$ cat config.mk
export PLATFORM = sky130hd
export DESIGN_NAME = dio_frame_serializer
export DESIGN_NICKNAME = d
export VERILOG_FILES = /design/src/rtl/dio_frame_serializer.sv
export SDC_FILE = /design/constraint.sdc
export NUM_CORES = 1
export LEC_CHECK = 0
export CAP_MARGIN = 10
export CORE_ASPECT_RATIO = 0.6
export CORE_MARGIN = 3
export CORE_UTILIZATION = 35
export DETAILED_ROUTE_END_ITERATION = 8
export PLACE_DENSITY = 0.53
export SYNTH_ARGS = -nofsm -noshare
export SYNTH_HDL_FRONTEND = slang
export SYNTH_SLANG_ARGS = --single-unit
$ cat constraint.sdc
create_clock -name CLK -period 4.9 [get_ports CLK]
set_clock_uncertainty 0.15 [all_clocks]
set_input_delay 0.49 -clock CLK [delete_from_list [all_inputs] [get_ports CLK]]
set_output_delay 0.49 -clock CLK [all_outputs]
set_load 0.1 [all_outputs]
$ cat src/rtl/dio_frame_serializer.sv
// -----------------------------------------------------------------------------
// dio_frame_serializer
//
// Upstream stage of the breakout LVDS link. The digital inputs are brought
// into the CLK domain through a two-flop synchronizer. A frame is sent
// whenever the synchronized value differs from the last value sent, or
// after HEARTBEAT idle cycles with no change.
//
// Frame layout (MSB first, FRAME_BITS = DATA_W + 3 bits):
//   '1', '0', data[DATA_W-1:0], even parity of the data bits
//
// Parameters:
//   DATA_W     width of D_IN and of the frame payload
//   CLK_DIV    CLK cycles per serial bit (>= 1)
//   HEARTBEAT  idle cycles before an unchanged value is resent; 0 disables
//
// Ports:
//   CLK      in   system clock
//   RESET_N  in   asynchronous assert, active-low reset
//   D_IN     in   asynchronous digital inputs (DATA_W bits)
//   SDO      out  serial data, registered
//   SYNC     out  high for every cycle of a frame's bit periods
//   BIT_STB  out  one-cycle pulse in the first CLK of each frame bit
//   BUSY     out  high while shifting a frame and during the trailing gap
// -----------------------------------------------------------------------------
module dio_frame_serializer #(
    parameter int DATA_W    = 8,
    parameter int CLK_DIV   = 2,
    parameter int HEARTBEAT = 1000
) (
    input  logic              CLK,
    input  logic              RESET_N,
    input  logic [DATA_W-1:0] D_IN,
    output logic              SDO,
    output logic              SYNC,
    output logic              BIT_STB,
    output logic              BUSY
);

    localparam int FRAME_BITS = DATA_W + 3;
    localparam int BIT_W      = $clog2(FRAME_BITS);
    localparam int DIV_W      = (CLK_DIV > 1) ? $clog2(CLK_DIV) : 1;
    // Only needs to reach HEARTBEAT-1; the counter saturates instead of
    // wrapping so a disabled heartbeat can idle forever.
    localparam int HB_W       = (HEARTBEAT > 1) ? $clog2(HEARTBEAT) : 1;

    localparam logic [BIT_W-1:0] LAST_BIT = BIT_W'(FRAME_BITS - 1);
    localparam logic [BIT_W-1:0] BIT_ONE  = BIT_W'(1);
    localparam logic [DIV_W-1:0] LAST_DIV = DIV_W'(CLK_DIV - 1);
    localparam logic [DIV_W-1:0] DIV_ONE  = DIV_W'(1);
    localparam logic [HB_W-1:0]  HB_LAST  = HB_W'((HEARTBEAT > 0) ? (HEARTBEAT - 1) : 0);
    localparam logic [HB_W-1:0]  HB_ONE   = HB_W'(1);
    localparam logic [HB_W-1:0]  HB_MAX   = '1;
    localparam bit               HB_EN    = (HEARTBEAT != 0);

    typedef enum logic [1:0] {
        ST_IDLE  = 2'd0,
        ST_SHIFT = 2'd1,
        ST_GAP   = 2'd2
    } state_t;

    // Even parity: 1 when the data holds an odd number of ones.
    function automatic logic even_parity(input logic [DATA_W-1:0] v);
        return ^v;
    endfunction

    // Full frame image, header first.
    function automatic logic [FRAME_BITS-1:0] build_frame(input logic [DATA_W-1:0] v);
        return {2'b10, v, even_parity(v)};
    endfunction

    state_t                state_q,   state_d;
    logic [DATA_W-1:0]     sync1_q,   sync1_d;
    logic [DATA_W-1:0]     ds_q,      ds_d;
    logic [DATA_W-1:0]     d_last_q,  d_last_d;
    logic [FRAME_BITS-1:0] sh_q,      sh_d;
    logic [BIT_W-1:0]      bit_cnt_q, bit_cnt_d;
    logic [DIV_W-1:0]      div_cnt_q, div_cnt_d;
    logic [HB_W-1:0]       hb_cnt_q,  hb_cnt_d;
    logic                  sdo_q,     sdo_d;
    logic                  sync_q,    sync_d;
    logic                  stb_q,     stb_d;
    logic                  busy_q,    busy_d;

    logic                  value_changed;
    logic                  hb_due;
    logic                  start_frame;
    logic [FRAME_BITS-1:0] frame_w;

    assign value_changed = (ds_q != d_last_q);
    assign hb_due        = HB_EN && (hb_cnt_q == HB_LAST);
    // A change and a heartbeat landing together still give a single frame.
    assign start_frame   = value_changed || hb_due;
    assign frame_w       = build_frame(ds_q);

    always_comb begin
        state_d   = state_q;
        sync1_d   = D_IN;
        ds_d      = sync1_q;
        d_last_d  = d_last_q;
        sh_d      = sh_q;
        bit_cnt_d = bit_cnt_q;
        div_cnt_d = div_cnt_q;
        hb_cnt_d  = hb_cnt_q;
        sdo_d     = sdo_q;
        sync_d    = sync_q;
        stb_d     = 1'b0;
        busy_d    = busy_q;

        case (state_q)
            ST_IDLE: begin
                if (hb_cnt_q != HB_MAX) begin
                    hb_cnt_d = hb_cnt_q + HB_ONE;
                end
                if (start_frame) begin
                    // The header's first bit goes out on the same edge that
                    // leaves IDLE, so SYNC and SDO rise together.
                    state_d   = ST_SHIFT;
                    sh_d      = frame_w;
                    d_last_d  = ds_q;
                    bit_cnt_d = '0;
                    div_cnt_d = '0;
                    sdo_d     = frame_w[FRAME_BITS-1];
                    sync_d    = 1'b1;
                    stb_d     = 1'b1;
                    busy_d    = 1'b1;
                end
            end

            ST_SHIFT: begin
                if (div_cnt_q == LAST_DIV) begin
                    div_cnt_d = '0;
                    if (bit_cnt_q == LAST_BIT) begin
                        state_d = ST_GAP;
                        sdo_d   = 1'b0;
                        sync_d  = 1'b0;
                    end else begin
                        // sh_q still holds the bit on SDO at its MSB, so the
                        // next bit to send sits one position below it.
                        bit_cnt_d = bit_cnt_q + BIT_ONE;
                        sh_d      = sh_q << 1;
                        sdo_d     = sh_q[FRAME_BITS-2];
                        stb_d     = 1'b1;
                    end
                end else begin
                    div_cnt_d = div_cnt_q + DIV_ONE;
                end
            end

            ST_GAP: begin
                if (div_cnt_q == LAST_DIV) begin
                    state_d   = ST_IDLE;
                    div_cnt_d = '0;
                    hb_cnt_d  = '0;
                    busy_d    = 1'b0;
                end else begin
                    div_cnt_d = div_cnt_q + DIV_ONE;
                end
            end

            default: begin
                state_d   = ST_IDLE;
                bit_cnt_d = '0;
                div_cnt_d = '0;
                hb_cnt_d  = '0;
                sdo_d     = 1'b0;
                sync_d    = 1'b0;
                busy_d    = 1'b0;
            end
        endcase
    end

    always_ff @(posedge CLK or negedge RESET_N) begin
        if (!RESET_N) begin
            state_q   <= ST_IDLE;
            sync1_q   <= '0;
            ds_q      <= '0;
            d_last_q  <= '0;
            sh_q      <= '0;
            bit_cnt_q <= '0;
            div_cnt_q <= '0;
            hb_cnt_q  <= '0;
            sdo_q     <= 1'b0;
            sync_q    <= 1'b0;
            stb_q     <= 1'b0;
            busy_q    <= 1'b0;
        end else begin
            state_q   <= state_d;
            sync1_q   <= sync1_d;
            ds_q      <= ds_d;
            d_last_q  <= d_last_d;
            sh_q      <= sh_d;
            bit_cnt_q <= bit_cnt_d;
            div_cnt_q <= div_cnt_d;
            hb_cnt_q  <= hb_cnt_d;
            sdo_q     <= sdo_d;
            sync_q    <= sync_d;
            stb_q     <= stb_d;
            busy_q    <= busy_d;
        end
    end

    assign SDO     = sdo_q;
    assign SYNC    = sync_q;
    assign BIT_STB = stb_q;
    assign BUSY    = busy_q;

endmodule

== After elaboration in Yosys (flattened, before gate mapping) ==
Cells that the tools add are included.
Widths: inputs -> output; s select.

* Add/subtract/negate cells: 3
* Equality and inequality tests: 12
* Multiplexer cells: 32
* Bitwise operators: 2
* Reductions and logical operators: 13

{| class="wikitable"
|+ Operators with widths
! kind !! count
|-
| $mux 10 || 5
|-
| $pmux 10 s3 || 1
|-
| $pmux 10 s2 || 1
|-
| $reduce_and 4->1 || 4
|-
| $mux 4 || 3
|-
| $ne 2x2->1 const B || 6
|-
| $pmux 4 s3 || 1
|-
| $mux 1 || 11
|-
| $add 10x1->10 const B || 1
|-
| $eq 10x10->1 const B || 1
|-
| $ne 10x10->1 const B || 1
|-
| $pmux 1 s3 || 3
|-
| $reduce_and 3->1 || 3
|-
| $mux 2 || 4
|-
| $ne 8x8->1 || 1
|-
| $reduce_xor 8->1 || 1
|-
| $pmux 2 s3 || 1
|-
| $add 4x1->4 const B || 1
|-
| $eq 4x4->1 const B || 1
|-
| $pmux 1 s2 || 2
|-
| $eq 2x1->1 const B || 1
|-
| $eq 2x2->1 const B || 1
|-
| $logic_not 2->1 || 1
|-
| $not 1->1 || 2
|-
| other kinds (5) || 5
|}

* Flip-flop bits (word level): 55
* Bits of input ports: 10
* Output and inout port bits: 4
* Logic and storage cells: 74

== Depth between registers and ports, before layout ==
Gate-level depths: netlist (run 1).

* Word-level depth: 4
* Depth in mapped cells: 9
* Mapped depth without buffers: 7

== Least setup slack after synthesis (run 1) ==
OpenSTA, ideal clock, no wires.

* Kind: flip-flop to flip-flop
* Start point: register hb_cnt_q[0]
* End point: register bit_cnt_q[1]
* Setup time: 0.128 ns
* Arrival: 1.975 ns
* Data required time: 4.622 ns
* Setup slack: 2.647 ns
* Stages on the path, launching flop included: 8
* Path buffers: 1
* Period minus slack after synthesis: 2.253 ns
* Path through: dfrtp_1 > ha_1 > nor4bb_1 > and3_1 > or4_4 > buf_6 > nand2_1 > mux2_1

* Word-level cells in the longest chain between the ends: 4

{| class="wikitable"
|+ RTL lines
! item !! RTL line !! text
|-
| start, declared || 79 || <nowiki>logic [HB_W-1:0] hb_cnt_q, hb_cnt_d;</nowiki>
|-
| start signal, assigned || 195 || <nowiki>hb_cnt_q <= hb_cnt_d;</nowiki>
|-
| $eq 10x10->1 || 91 || <nowiki>assign hb_due = HB_EN && (hb_cnt_q == HB_LAST);</nowiki>
|-
| $logic_or 1x1->1 || 93 || <nowiki>assign start_frame = value_changed || hb_due;</nowiki>
|-
| $ne 2x2->1 (no source line) || n/a ||
|-
| $reduce_and 4->1 (no source line) || n/a ||
|-
| end signal, assigned || 193 || <nowiki>bit_cnt_q <= bit_cnt_d;</nowiki>
|-
| end, declared || 77 || <nowiki>logic [BIT_W-1:0] bit_cnt_q, bit_cnt_d;</nowiki>
|}

Every way passes these cells.
A chain may end at the register's enable or synchronous reset.

== Final worst setup path (run 1) ==
* Start point: register state_q[1]
* End point: register sh_q[0]

* Word-level cells in the longest chain between the ends: 3
* Elaborated cells on any way between the ends: 8
* Classes of those cells: 4 x eq/ne; 1 x mux; 3 x reduce/logical

{| class="wikitable"
|+ RTL lines
! item !! RTL line !! text
|-
| start, declared || 72 || <nowiki>state_t state_q, state_d;</nowiki>
|-
| start signal, assigned || 188 || <nowiki>state_q <= state_d;</nowiki>
|-
| $eq 2x1->1 / $logic_not 2->1 (equally long branches) || 110 || <nowiki>case (state_q)</nowiki>
|-
| $ne 2x2->1 (no source line) / $reduce_bool 2->1 (equally long branches) || n/a ||
|-
| $reduce_and 4->1 (no source line) || n/a ||
|-
| end signal, assigned || 179 || <nowiki>sh_q <= '0;</nowiki>
|-
| end signal, assigned || 192 || <nowiki>sh_q <= sh_d;</nowiki>
|-
| end, declared || 76 || <nowiki>logic [FRAME_BITS-1:0] sh_q, sh_d;</nowiki>
|}

Parallel ways exist; a longest one is shown, timed or not.

==> key figures, run 1 <==
Clocking
  – Num CTS Buffers: 5
  – Post-CTS sizing: 0
  – CTS hold repair buffers: 0
  – CTS H-tree lvls: 2
  – Clock-pin slew of the registers on the worst-case setup and hold paths: around 0.070 ns
  – Clock Latency Late Sink: approximately 0.29 ns
  – Clock buffer depth: 2
  – Clk sinks: 55
  – Clk Tree Root Cell: clkbuf_16
  – CTS tree: yes
  – Postcts setup bufs: 0

Synthesis
  – Synth Area in XOR/XNOR: 6.001%
  – Most common cell in the netlist: dfrtp_1
  – Asr flop ratio synth: 100.0%
  – Largest cells by area after synthesis: dfrtp_1 55%, xnor2_1 4.6%, mux2_2 4.1%
  – Synth top area share: a little under three fifths
  – Main combinational cell family by area after synthesis: simple AND/OR/NAND/NOR gates
  – Mapped Avg Cell Area: 11.33 um2
  – Primary FF master, synth: dfrtp_1
  – Cell Area, Synth: approximately 0.0025 mm2
  – Area leader, netlist: dfrtp_1
  – Mapped Cells: ~220
  – Simple logic cell fraction of the synthesized area: about an eighth
  – Cell variety after synth: 45
  – Compound-gate portion of the synthesized area: between 10% and 20%
  – Post-synth top cells: 55 x dfrtp_1, 16 x nand2_1, 15 x a21oi_1, 13 x xnor2_1, 11 x nor2_1
  – Adder-cell share of the synthesized area: 3.026%
  – Register bit total from synthesis: between 50 and 60
  – Sequential fraction of the synthesis area: between 50% and 60%
  – Synth Net Count: roughly 240
  – Post-synthesis mux area share: under 10%
  – Yosys warns: 0
  – EDFF count, synth: 0

GRT
  – Most Used Layer, Global Route: met1
  – Met1 Use GR: around a fifth
  – Met2 Use GR: 17.54%
  – Grt met3 use: 3.038%
  – Gr usage total: between 10% and 20%
  – Antenna violations before repair: 0
  – Overflow after GRT: 0
  – Pin count of the biggest net entering global routing: between 50 and 60
  – Vias in the first global route: about 1600
  – First-pass GRT wire length: roughly 8.3 mm

Timing
  – Worst-Margin Slew: approximately 1 ns
  – Fin crit period: roughly 3.0 ns
  – Final setup fails: 0
  – Max_slew headroom: about a third
  – Fin crit share: 60.39%
  – Final hold vios: 0
  – Max frequency: roughly 340 MHz
  – Post-route setup TNS: 0 ns
  – Unrepaired setup endpoints after global routing: no
  – Slew Limit Fails: 0

Critical path
  – Worst R2R Start: state_q[1]
  – Worst Path Arrival: 2.99 ns
  – Worst stage delay on the critical path: roughly 0.80 ns
  – Startpoint Class: flip-flop
  – Critical path, cell by cell: inv_1, ha_1, nor2_1, nor2_1, nand2_1, mux2_2
  – CP startpoint: state_q[1]
  – Data required, critical path: roughly 4.9 ns
  – CP dominant cell by count: nor2_1
  – Slowest cell on crit path: nor2_1
  – Critical Path End Type: flip-flop
  – Crit path max fanout: 23
  – Crit Path Class: flip-flop to flip-flop

Final layout
  – Final net count: around 250
  – Share of cells above drive strength 1: around a tenth
  – Diodes inserted: 0
  – Finished Layout Cells: between 300 and 400
  – P&R area growth vs syn: 14.42%

Placed design
  – DP HPWL: approximately 3.3 mm
  – Port Buffers: 13
  – Post-placement cell count: between 300 and 400
  – Final GP Congestion: 0.8089

Drt
  – DRT iter0 DRCs: 114
  – Wirelength per Cell: between 10 and 15 um
  – Detailed Route WL: approximately 4.8 mm
  – Final ANT Viol Nets: 0
  – Pre-antenna DRT Iters: 4
  – Number of remaining DRC errors: 0
  – Avg Vias per Cell: 5.184
  – Via count: around 1700

Power and ir drop
  – Net Switching: approximately 0.00068 W
  – Flop pwr share: 38.8%
  – Proportion of power drawn by the clock network: a little over a fifth
  – Peak VDD IR: between 0.2 and 0.3 mV
  – Int Power: about 0.0011 W
  – P per Cell Area: 609.8 mW/mm2
  – LEAKAGE: approximately 1.2 nW
  – Combinational share of power: between 40% and 50%
  – Switching share of power: just under 40%

Floorplan
  – Core Area: 0.006763 mm2
  – Die Wd: ~110 um
  – Num ports: 14
  – Die height: 71.22 um
  – Initial core utilization: around 37%
  – Num rows: 23
  – Die area: just over 0.008 mm2

Min path
  – Hold WC Path Type: input pin to async pin

Job
  – Max Cap Viol: 0

Status
  – Status: completed
-- stage by stage --
stage                     worst slack, ns  area [um2]  utilization [%]  total power [W]  hold slack [ns]
final                               1.941        2839            41.98         0.001731           0.1598
after global routing                1.659        2839            41.98         0.001851           0.2116
after CTS                           1.977        2839            41.98         0.001747           0.1997
after detailed placement            2.005        2686            39.72         0.001376           0.1858
after global placement              2.097        2686            39.72         0.001370           0.1836
after floorplan                     2.647        2481                -         0.001217          0.04441
-- cells by family (layout without fill, tap and decap cells) --
group           Yosys count  count (layout)
buf+inv                  13              28
mux                      20              20
flops                    55              55
simple gates             60              60
xor+xnor                 17              17
compound gates           48              48
fa+ha+maj                 6               6
-- layout make-up --
cell class | instances | area (um2)
fill | 630 | 3924
sequential | 55 | 1376
multi-input combinational | 151 | 1046
timing repair buffer | 14 | 132.6
clock buffer | 5 | 125.1
tap | 87 | 108.9
clock inverter | 3 | 27.53
inverter | 6 | 22.52
-- layer usage --
metal / up-vias / part of all wire (%)
li1: 808 / -
met4: 0 / 1.1
met2: 37 / 39
met5: - / 0
met1: 814 / 55
met3: 5 / 4.8
-- cells in the final DEF (no fill, tap or decap), drive strengths merged, types with 2 or more instances in the layout --
cell            n
nor3            2
a21oi          15
nand2          16
or4             2
buf             2
and3            5
xnor2          13
ha              6
clkbuf          5
nor2b           2
clkdlybuf4s50  12
nand3           5
and2            2
dfrtp          55
xor2            4
mux2           10
nand4           3
o31ai           3
o21ai          11
or2             2
nor2           12
mux2i          10
a21boi          2
a31oi          10
inv             8
-- sequential cells by signal, indices dropped and copies added (netlist names) --
| register | count |
|---|---|
| BIT_STB | 1 |
| BUSY | 1 |
| SDO | 1 |
| SYNC | 1 |
| bit_cnt_q | 4 |
| d_last_q | 8 |
| div_cnt_q | 1 |
| ds_d | 8 |
| ds_q | 8 |
| hb_cnt_q | 10 |
| sh_q | 10 |
| state_q | 2 |
-- power by group through the flow --
| stage | registers, W | clock network [W] | logic, W |
|---|---|---|---|
| 4_1_cts | 0.000672 | 0.000378 | 0.000697 |
| 2_1_floorplan | 0.000777 | 0 | 0.000440 |
| 5_1_grt | 0.000692 | 0.000394 | 0.000765 |
| 3_5_place_dp | 0.000680 | 0 | 0.000695 |
| 3_3_place_gp | 0.000677 | 0 | 0.000693 |
| 6_report | 0.000672 | 0.000367 | 0.000692 |
-- critical path: cells and delay by family (launching register included) --
family,cells,cell delay [ns]
adders and majority gates,1,0.75
and+or+nand+nor,3,1.12
muxes,1,0.32
DFF,1,0.41
buffers and inverters,1,0.10
-- path summary, 6_finish.rpt --
path | end | slack (ns) | cells after the start
hold reg to reg | ds_q[6] | 0.20 | 0
hold / removal | bit_cnt_q[1] | 0.16 | 2
setup reg to reg | sh_q[0] | 1.94 | 6
min in group CLK | ds_q[6] | 0.20 | 0
setup / recovery | sh_q[0] | 1.94 | 6
max in group asynchronous | sh_q[5] | 3.95 | 2
No activity file was read; power rests on OpenSTA's default activity.
==> inputs of run 2 (changes only) <==
==> constraint.sdc (replaced) <==
create_clock -name CLK -period 3 [get_ports CLK]
set_clock_uncertainty 0.15 [all_clocks]
set_input_delay 0.3 -clock CLK [delete_from_list [all_inputs] [get_ports CLK]]
set_output_delay 0.3 -clock CLK [all_outputs]
set_load 0.1 [all_outputs]
==> key figures, run 2 (synthesis results as in run 1) <==
Drt
  – Avg Vias per Cell: 4.939 (-4.7%)
  – Wirelength per Cell: 14.26 um (-4.2%)
  – Detailed Route WL: 4.677 mm (-2.1%)
  – Via count: 1620 (-2.6%)
  – DRT iter0 DRCs: 127 (+11%)
  – Number of remaining DRC errors: 0 (unchanged)
  – Pre-antenna DRT Iters: 4 (unchanged)
  – Final ANT Viol Nets: 0 (unchanged)

Final layout
  – P&R area growth vs syn: 16.89%
  – Final instance area: 0.002900 mm2 (+2.2%)
  – Finished Layout Cells: 328 (+2.2%)
  – Most common cell after layout, fill and taps aside: dfrtp_1
  – Final net count: 256 (+2.8%)
  – Most frequent cells in the layout: 55 x dfrtp_1, 16 x nand2_1, 15 x a21oi_1
  – Share of cells above drive strength 1: 14.52% (+3.8 points)
  – Largest regs: hb_cnt_q (10), sh_q (10)
  – Final core area utilization: 42.89% (+0.91 points)
  – Diodes inserted: 0 (unchanged)

Critical path
  – Worst stage delay on the critical path: 0.63 ns (-0.17 ns)
  – Worst R2R Start: hb_cnt_q[0]
  – Critical Path End Type: flip-flop
  – Data required, critical path: 3.02 ns (-1.91 ns)
  – Reg2Reg Depth: 6 (unchanged)
  – Startpoint Class: flip-flop
  – Crit path depth: 6 (unchanged)
  – Buf/Inv on CP: 0 (-1)
  – Crit path max fanout: 16 (-30%)
  – Reg-to-reg critical path endpoint: bit_cnt_q[1]
  – Crit path max-delay family: simple AND/OR/NAND/NOR gates
  – Slowest cell on crit path: or4_4
  – Worst R2R Setup Slack: 0.59 ns (-1.35 ns)
  – Critical path, cell by cell: ha_1, nor4bb_1, and3_1, or4_4, nand2_1, mux2_1
  – Worst Path Arrival: 2.44 ns (-0.55 ns)
  – Crit Path Class: flip-flop to flip-flop

Timing
  – Max frequency: 414.5 MHz (+23%)
  – Final hold vios: 0 (unchanged)
  – Max_slew headroom: 53.33% (+20 points)
  – Fin crit share: 80.41% (+20 points)
  – Worst Setup Slack, final: 0.5876 ns (-1.353 ns)
  – Fin crit period: 2.412 ns (-0.5467 ns)
  – Unrepaired setup endpoints after global routing: no
  – Post-route setup TNS: 0 ns (unchanged)
  – Slew Limit Fails: 0 (unchanged)
  – Worst-Margin Slew: 0.7001 ns (-0.2991 ns)
  – Final setup fails: 0 (unchanged)

GRT
  – Gr usage total: 12.96% (-0.15 points)
  – First-pass GRT wire length: 8.266 mm (-0.66%)
  – Pin count of the biggest net entering global routing: 32 (-43%)
  – Vias in the first global route: 1679 (+5.5%)
  – Antenna violations before repair: 0 (unchanged)
  – Overflow after GRT: 0 (unchanged)

Clocking
  – Num CTS Buffers: 5 (unchanged)
  – Clock Latency Late Sink: 0.29 ns (about the same)
  – Clock buffer depth: 2 (unchanged)
  – CTS tree: yes
  – Postcts setup bufs: 0 (unchanged)
  – Post-CTS sizing: 0 (unchanged)
  – CTS H-tree lvls: 2 (unchanged)
  – Clock-pin slew of the registers on the worst-case setup and hold paths: 0.07 ns (about the same)
  – Clk sinks: 55 (unchanged)
  – Clk Tree Root Cell: clkbuf_16
  – CTS hold repair buffers: 1 (+1)

Floorplan
  – Num ports: 14 (unchanged)
  – Core Area: 0.006763 mm2 (unchanged)
  – Die height: 71.22 um (unchanged)
  – Initial core utilization: 36.69% (unchanged)
  – Num rows: 23 (unchanged)
  – Die Wd: 114.7 um (unchanged)
  – Die area: 0.008169 mm2 (unchanged)

Placed design
  – DP HPWL: 3.277 mm (-0.88%)
  – Post-placement cell count: 319 (+1.9%)
  – Placed cell area: 0.002721 mm2 (+1.3%)
  – Post-Place Setup Slack: 0.6118 ns (-1.394 ns)
  – Port Buffers: 13 (unchanged)
  – Final GP Congestion: 0.7681 (-5.0%)

Power and ir drop
  – Proportion of power drawn by the clock network: 22.4% (+1.2 points)
  – Peak VDD IR: 0.5698 mV (+130%)
  – P per Cell Area: 1010 mW/mm2 (+66%)
  – Int Power: 0.001825 W (+73%)
  – Switching share of power: 37.69% (-1.5 points)
  – Net Switching: 0.001104 W (+63%)
  – LEAKAGE: 1.274 nW (+3.9%)
  – Combinational share of power: 40.2% (+0.2 points)
  – Flop pwr share: 37.4% (-1.4 points)

Job
  – Max Cap Viol: 0 (unchanged)

Status
  – Status: completed

Min path
  – Hold path startpoint: ds_d[3]
  – Hold WC Path Type: flip-flop to flip-flop
  – Min-Delay Endpoint: ds_q[3]
  – Worst hold stages: 0
-- run 2: stage by stage --
stage          hold WS (ns)  total power (W)
6_report             0.1992         0.002928
3_3_place_gp         0.1823         0.002270
2_1_floorplan       -0.1456         0.001988
5_1_grt              0.2045         0.003138
3_5_place_dp         0.1847         0.002287
4_1_cts              0.2012         0.002964
-- run 2: power groups by stage --
stage | clock (W) | sequential, W | combinational (W)
floorplan | 0 | 0.00127 | 0.000719
global placement | 0 | 0.00110 | 0.00117
detailed placement | 0 | 0.00111 | 0.00118
CTS | 0.000684 | 0.00109 | 0.00119
global route | 0.000704 | 0.00112 | 0.00131
finish | 0.000656 | 0.00110 | 0.00118
-- run 2: worst max-delay path by stage --
stage | start | endpoint | slack [ns]
final | hb_cnt_q[0] | bit_cnt_q[1] | 0.59
after global routing | hb_cnt_q[0] | bit_cnt_q[1] | 0.48
after CTS | hb_cnt_q[0] | bit_cnt_q[1] | 0.59
after detailed placement | hb_cnt_q[0] | bit_cnt_q[1] | 0.61
after global placement | hb_cnt_q[0] | bit_cnt_q[1] | 0.64
after floorplan | hb_cnt_q[0] | bit_cnt_q[1] | 0.75
-- run 2: per-layer routing --
metal / wire [um] / GRT usage (%) / vias up
li1: - / - / 817
met1: 2665 / 20.12 / 778
met2: 1783 / 16.89 / 20
met3: 168 / 3.797 / 5
met4: 60 / 4.688 / 0
met5: 0 / 0 / -
-- run 2: final cells by class --
| class | instances | area, um2 |
|---|---|---|
| clock buffers | 5 | 125.1 |
| clock inverters | 3 | 43.79 |
| fillers | 661 | 3862 |
| inverters | 6 | 22.52 |
| multi-input cells | 151 | 1046 |
| flip-flops and latches | 55 | 1376 |
| well taps | 87 | 108.9 |
| repair buffers | 21 | 177.7 |
